==> src/rtl/timer_pkg.sv <==
// Shared widths, reset constants and the byte-merge helper for the 64-bit timer.
package timer_pkg;

    localparam int unsigned CNT_W  = 64;
    localparam int unsigned HALF_W = 32;
    localparam int unsigned STRB_W = HALF_W / 8;

    localparam logic [CNT_W-1:0] CMP_RST = 64'hFFFF_FFFF_FFFF_FFFF;

    // Replace only the bytes of old_val whose strobe bit is set.
    function automatic logic [HALF_W-1:0] byte_merge(
        input logic [HALF_W-1:0] old_val,
        input logic [HALF_W-1:0] wdata,
        input logic [STRB_W-1:0] wstrb
    );
        logic [HALF_W-1:0] res;
        res = old_val;
        for (int unsigned b = 0; b < STRB_W; b++) begin
            if (wstrb[b]) begin
                res[8*b +: 8] = wdata[8*b +: 8];
            end
        end
        return res;
    endfunction

endpackage

==> src/rtl/timer_int_ctrl.sv <==
// Sticky match/overflow status bits with set-over-clear priority and interrupt gating.
module timer_int_ctrl
    import timer_pkg::*;
(
    input  logic sys_clk,
    input  logic sys_rst_n,
    input  logic match,
    input  logic ovf_set,
    input  logic int_clr,
    input  logic ovf_clr,
    input  logic int_en,
    output logic int_st,
    output logic ovf_st,
    output logic tim_int
);

    logic int_st_d;
    logic ovf_st_d;

    always_comb begin
        int_st_d = int_st;
        ovf_st_d = ovf_st;
        if (match) begin
            int_st_d = 1'b1;
        end else if (int_clr) begin
            int_st_d = 1'b0;
        end
        if (ovf_set) begin
            ovf_st_d = 1'b1;
        end else if (ovf_clr) begin
            ovf_st_d = 1'b0;
        end
    end

    always_ff @(posedge sys_clk or negedge sys_rst_n) begin
        if (!sys_rst_n) begin
            int_st <= 1'b0;
            ovf_st <= 1'b0;
        end else begin
            int_st <= int_st_d;
            ovf_st <= ovf_st_d;
        end
    end

    // Masking only; int_st itself is never touched by int_en.
    assign tim_int = int_st & int_en;

endmodule

==> src/rtl/timer_counter.sv <==
// 64-bit free-running timer with byte-writable counter/compare halves and match/wrap status.
module timer_counter
    import timer_pkg::*;
(
    input  logic              sys_clk,
    input  logic              sys_rst_n,
    input  logic              timer_en,
    input  logic              cnt_en,
    input  logic              cnt_lo_wr,
    input  logic              cnt_hi_wr,
    input  logic              cmp_lo_wr,
    input  logic              cmp_hi_wr,
    input  logic [HALF_W-1:0] wdata,
    input  logic [STRB_W-1:0] wstrb,
    input  logic              int_en,
    input  logic              int_clr,
    input  logic              ovf_clr,
    output logic [CNT_W-1:0]  cnt,
    output logic [CNT_W-1:0]  cmp,
    output logic              int_st,
    output logic              ovf_st,
    output logic              tim_int
);

    logic             en_q;
    logic [CNT_W-1:0] cnt_d;
    logic [CNT_W-1:0] cmp_d;
    logic             cnt_wr;
    logic             en_fall;
    logic             inc;
    logic             ovf_set;
    logic             match;

    // Counter priority: register write, then disable-clear, then tick.
    always_comb begin
        cnt_d   = cnt;
        cmp_d   = cmp;
        cnt_wr  = cnt_lo_wr | cnt_hi_wr;
        en_fall = en_q & ~timer_en;
        inc     = 1'b0;
        if (cnt_wr) begin
            if (cnt_lo_wr) begin
                cnt_d[HALF_W-1:0] = byte_merge(cnt[HALF_W-1:0], wdata, wstrb);
            end
            if (cnt_hi_wr) begin
                cnt_d[CNT_W-1:HALF_W] = byte_merge(cnt[CNT_W-1:HALF_W], wdata, wstrb);
            end
        end else if (en_fall) begin
            cnt_d = '0;
        end else if (timer_en && cnt_en) begin
            inc   = 1'b1;
            cnt_d = cnt + CNT_W'(1);
        end
        if (cmp_lo_wr) begin
            cmp_d[HALF_W-1:0] = byte_merge(cmp[HALF_W-1:0], wdata, wstrb);
        end
        if (cmp_hi_wr) begin
            cmp_d[CNT_W-1:HALF_W] = byte_merge(cmp[CNT_W-1:HALF_W], wdata, wstrb);
        end
        ovf_set = inc & (&cnt);
        match   = (cnt == cmp);
    end

    always_ff @(posedge sys_clk or negedge sys_rst_n) begin
        if (!sys_rst_n) begin
            cnt  <= '0;
            cmp  <= CMP_RST;
            en_q <= 1'b0;
        end else begin
            cnt  <= cnt_d;
            cmp  <= cmp_d;
            en_q <= timer_en;
        end
    end

    timer_int_ctrl u_int_ctrl (
        .sys_clk   (sys_clk),
        .sys_rst_n (sys_rst_n),
        .match     (match),
        .ovf_set   (ovf_set),
        .int_clr   (int_clr),
        .ovf_clr   (ovf_clr),
        .int_en    (int_en),
        .int_st    (int_st),
        .ovf_st    (ovf_st),
        .tim_int   (tim_int)
    );

endmodule

==> config.mk <==
export PLATFORM = sky130hd
export DESIGN_NAME = timer_counter
export DESIGN_NICKNAME = d
export VERILOG_FILES = /design/src/rtl/timer_pkg.sv /design/src/rtl/timer_int_ctrl.sv /design/src/rtl/timer_counter.sv
export SDC_FILE = /design/constraint.sdc
export NUM_CORES = 1
export LEC_CHECK = 0
export CORE_MARGIN = 3
export CORE_UTILIZATION = 55
export CTS_CLUSTER_SIZE = 25
export DETAILED_ROUTE_END_ITERATION = 16
export HOLD_SLACK_MARGIN = 0.1
export PLACE_DENSITY = 0.9
export SYNTH_ARGS = -nofsm -noshare
export SYNTH_HDL_FRONTEND = slang
export SYNTH_SLANG_ARGS = --single-unit
==> constraint.sdc <==
create_clock -name sys_clk -period 5.4 [get_ports sys_clk]
set_input_delay 1.08 -clock sys_clk [delete_from_list [all_inputs] [get_ports sys_clk]]
set_output_delay 1.08 -clock sys_clk [all_outputs]
set_load 0.005 [all_outputs]
### After elaboration in Yosys (flattened, before gate mapping)

Index checks and enable logic that the tools add are counted.

| cells by class | value |
|---|---|
| eq/ne operators | 7 |
| reductions and logical operators | 21 |
| bitwise logic cells | 5 |
| $add $sub $neg | 1 |
| muxes and demuxes | 16 |

Operator list:

| kind | number |
|---|---|
| $mux W64 | 3 |
| $add A64 B1 Y64 const B | 1 |
| $eq A64 B64 Y1 | 1 |
| $mux W32 | 2 |
| $reduce_and A64 Y1 | 1 |
| $mux W8 | 4 |
| $reduce_and A3 Y1 | 8 |
| $reduce_and A2 Y1 | 8 |
| $ne A2 B2 Y1 const B | 6 |
| $mux W1 | 7 |
| $reduce_bool A2 Y1 | 2 |
| $and A1 B1 Y1 | 3 |
| $reduce_bool A3 Y1 | 1 |
| $logic_and A1 B1 Y1 | 1 |
| $not A1 Y1 | 1 |
| $or A1 B1 Y1 | 1 |

| word-level totals | value |
|---|---|
| output and inout port bits | 131 |
| input port bits | 47 |
| flip-flop bits (word level) | 131 |

### Depth between registers and ports, before layout

| logic depth | value |
|---|---|
| depth in word-level cells | 6 |
| mapped depth | 8 |

### By module

Synthesis repeated with hierarchy kept, for this count alone.

| second synthesis, totals | value |
|---|---|
| cells, all modules | 833 |
| area total of the unflattened synthesis | 8,046.5 µm² |

By module, submodules not included:

| module | instances | cells each | area an instance (µm²) |
|---|---|---|---|
| timer_counter | 1 | 826 | 7,967.6 |
| timer_int_ctrl | 1 | 7 | 78.8 |

### Worst setup path after synthesis

No wires, ideal clock.

| timing path | value |
|---|---|
| path kind | input to register |
| start | in cnt_hi_wr |
| end | reg cnt[49] |
| arrival | 2.641 ns |
| stages on the path | 8 |
| setup time | 0.087 ns |
| slack | 2.672 ns |
| cell sequence | nor2_1 > clkbuf_1 > o21a_1 > clkbuf_1 > clkbuf_1 > clkbuf_1 > nand2_1 > o211ai_1 |

| on the way | value |
|---|---|
| cells in the longest elaborated chain, start to end | 3 |
| elaborated cells on any way between the ends | 6 |
| classes of those cells | eq/ne: 2; mux: 1; bitwise: 1; reduce/logical: 2 |

RTL lines:

| element | line | source |
|---|---|---|
| start, declared | timer_counter.sv:10 | `input logic cnt_hi_wr,` |
| $or A1 B1 Y1 | timer_counter.sv:38 | `cnt_wr = cnt_lo_wr \| cnt_hi_wr;` |
| $ne A2 B2 Y1 (no line) or $reduce_bool A3 Y1 (tied branches) | - |  |
| $reduce_and A3 Y1 (no line) | - |  |
| end signal, assigned | timer_counter.sv:70 | `cnt <= cnt_d;` |
| end, declared | timer_counter.sv:18 | `output logic [CNT_W-1:0] cnt,` |

Several ways; a longest one is shown, not always the timed one.
A chain may end at the register's enable or synchronous reset.

### Worst setup path in the final report

| timing path | value |
|---|---|
| start | reg cnt[1] |
| end | reg cnt[34] |

| on the way | value |
|---|---|
| cells in the longest elaborated chain, start to end | 4 |

RTL lines:

| element | line | source |
|---|---|---|
| $add A64 B1 Y64 | timer_counter.sv:52 | `cnt_d = cnt + CNT_W'(1);` |
| $mux W64 | timer_counter.sv:50 | `end else if (timer_en && cnt_en) begin` |
| $mux W64 | timer_counter.sv:48 | `end else if (en_fall) begin` |
| $mux W64 | timer_counter.sv:41 | `if (cnt_wr) begin` |

Every way passes these cells. The select of a mux whose other input is x is not followed.

==> out/qor.txt <==
Die Ht: 126 µm
Initial antenna violation count: 0
Final Skew: 13.0 ps
Status: finished, final reports clean
Synth Area in Adders: 0.00157
Clk pwr share: 0.328
Post-CTS Setup Inserts: 0
Largest net degree at the start of global routing: 69
Peak supply drop: 215 µV
Final net count: 1026
Post-route insts no fill: 1171
Simple-gate share of the synthesized area: 0.202
Area Overhead vs Synth: 31.0%
Worst-margin pin slew: 1280 ps
Most common cell after layout, fill and taps aside: clkdlybuf4s50_1
Critical Path AT: 3660 ps
Pwr dens: 354 mW/mm²
Slew margin rel.: 0.138
Max stage delay on crit path: 1030 ps
Max Clk Rate: 304 MHz
Asr flop ratio synth: 1.00
Sequential Power Share: 0.405
#FFs+latches synth: 131
Crit path buffers/inverters: 0
Compound-Gate Fraction of Synth Area: 0.171
Leak: 0.00379 µW
Ys Warns: 0
Drt initial violations: 1499
Xor/xnor cell area share of the yosys netlist: 0.0704
Mux contribution to synthesized area: 0.0920
Delay-heaviest family, CP: simple AND/OR/NAND/NOR gates
Hold Path Class: flop to flop
FP Rows: 43
Critical path class: flop to flop
Inst Count DP: 1139
NetSw: 1180 µW
Starting Density: 0.567
Gpl congestion: 0.985
Minimum clock period: 3290 ps
Commonest cells after routing, fill and taps aside: clkdlybuf4s50_1 (176), nand2_1 (69), dfrtp_1 (67)
Logic pwr share: 0.267
Setup crit end kind: flop
Die X: 126 µm
EDFF count, synth: 0
FF+latch area: 0.00336 mm²
Startpoint types: flop
Post-Syn Area: 0.00796 mm²
WL/cell: 24.9 µm
Synth unique cells: 63
Total routed wirelength: 29.1 mm
Slew Limit Fails: 0
Core area: 0.0140 mm²
Via count: 8293
Avg Cell Area, Syn: 9.53 µm²
Clk slew on worst S/H paths: 60 ps
# IOs: 178
GRT overflow: 0
Share of post-route cells with drive strength above 1: 0.188
Clock sinks: 131
Antenna fix cells: 0
Sw Share: 0.319
Max Root-Sink Buffers: 2
IO buf count: 177
Routed vias/inst: 7.08
Synth Flop Type: dfrtp_1
Max H-tree Level: 4
Largest family of logic cells by synthesized area: simple AND/OR/NAND/NOR gates
Worst path slowest cell: nor4_1
Hold buffer count at CTS: 0
Die outline area: 0.0159 mm²
Worst path cell trace: ha_1, nand3_1, nor4_1, nand4_1, or3_1, nand3_1
Fillers: 975
Root buf cell: clkbuf_16
Endpoints failing setup: 0
TritonCTS buffer count: 17
Most frequent CP cell: nand3_1
Multi-input logic area: 0.00429 mm²
CTS tree: done
Clk_lat worst skew: 440 ps
Vias in the first global route: 7800
Setup TNS: 0 ps
Pre-antenna DRT Iters: 6
Resized Gates After CTS: 0
Max-cap violations: 0
Post-route DRC: 0
Post-synthesis cell count: 835
Pint: 2510 µW
Wire length of the first global-routing pass: 45.0 mm
RSZ-0062 raised after global routing: false
Final period utilization: 0.610
Syn Nets: 883
Worst Path Required: 5770 ps
Hold Fails Final Rpt: 0
Crit path max fanout: 8
Register area share after synthesis: 0.422
GRT Util Overall: 0.363
Placed wire-length estimate: 20.6 mm
DRT antenna net count: 0
-- routing by layer --
layer | wire length (µm) | GRT usage | vias to the layer above
li1 | - | - | 3465
met1 | 10800 | 0.479 | 3963
met2 | 13400 | 0.563 | 731
met3 | 3480 | 0.0861 | 134
met4 | 1390 | 0.178 | 0
met5 | 0 | 0 | -
-- state kept, by name, summed over array words and instances (netlist names) --
register	flops
u_int_ctrl.int_st	1
cnt	64
u_int_ctrl.ovf_st	1
cmp	64
en_q	1
-- tightest hold or removal path: cells and delay by family (launching register included) --
family,cells,cell delay (ps)
flops,1,380
compound gates,1,70
buf+inv,1,60
-- cell usage after synthesis, types with 5 or more instances --
cell type   n  share of area
nor2_1     28          0.013
a21o_1      5         0.0047
o31a_1      7         0.0077
dfrtp_1    67           0.21
o2bb2ai_1  14          0.015
a21oi_1    24          0.015
inv_1      14         0.0066
nor4_1     25          0.020
nand2_1    69          0.033
or3_1      14          0.011
nor3_1     23          0.014
o21ai_0    52          0.033
a31oi_1    15          0.012
a22oi_1    11          0.010
and3_1     13          0.010
mux2_2     65          0.092
a32oi_1    19          0.021
clkbuf_1   53          0.025
a32o_1      5         0.0063
o211ai_1   11          0.010
xnor2_1    64          0.070
and2_1     11         0.0086
and4_1     14          0.015
dfstp_2    64           0.21
o22ai_1     6         0.0047
buf_2       5         0.0031
nand3_1    38          0.024
nand4_1    44          0.035
-- power by group through the flow --
stage | clock (µW) | combinational, µW | sequential, µW
finish | 1210 | 985 | 1500
global route | 1250 | 1040 | 1520
CTS | 1210 | 974 | 1480
detailed placement | 0 | 962 | 1490
global placement | 0 | 943 | 1480
floorplan | 0 | 494 | 1370
-- area by class of cell --
cell class / instances / share of cell area
multi-input combinational: 625 / 0.412
clock buffer: 25 / 0.0505
tap: 180 / 0.0216
clock inverter: 7 / 0.00900
inverter: 14 / 0.00504
sequential: 131 / 0.322
timing repair buffer: 189 / 0.180
-- cell families after synthesis --
logic type / count (synthesis)
adders and majority gates: 1
and+or+nand+nor: 296
AOI/OAI and AO/OA: 199
buffers and inverters: 79
xor gates and xnor gates: 64
muxes: 65
DFF: 131
-- stage by stage --
stage          cell area (µm²)  setup slack [ps]   util  hold slack, ps  power, µW
6_report                 10400              2110  0.742             546       3690
5_1_grt                  10400              1960  0.742             572       3810
4_1_cts                  10400              2170  0.742             546       3670
3_5_place_dp              9800              1820  0.698             538       2450
3_3_place_gp              9800              1850  0.698             519       2430
2_1_floorplan             7960              2670      -             525       1870
-- path summary, 6_finish.rpt --
path / cells past startpoint / slack, ps / to / from
min in group asynchronous: 1 / 770 / cnt[54] / sys_rst_n
max in group asynchronous: 2 / 3720 / cmp[43] / sys_rst_n
worst max-delay path: 6 / 2110 / cnt[34] / cnt[1]
worst min register to register: 2 / 550 / u_int_ctrl.ovf_st / u_int_ctrl.ovf_st
worst min-delay path: 2 / 550 / u_int_ctrl.ovf_st / u_int_ctrl.ovf_st
worst max register to register: 6 / 2110 / cnt[34] / cnt[1]
No activity file was read; power rests on OpenSTA's default activity.
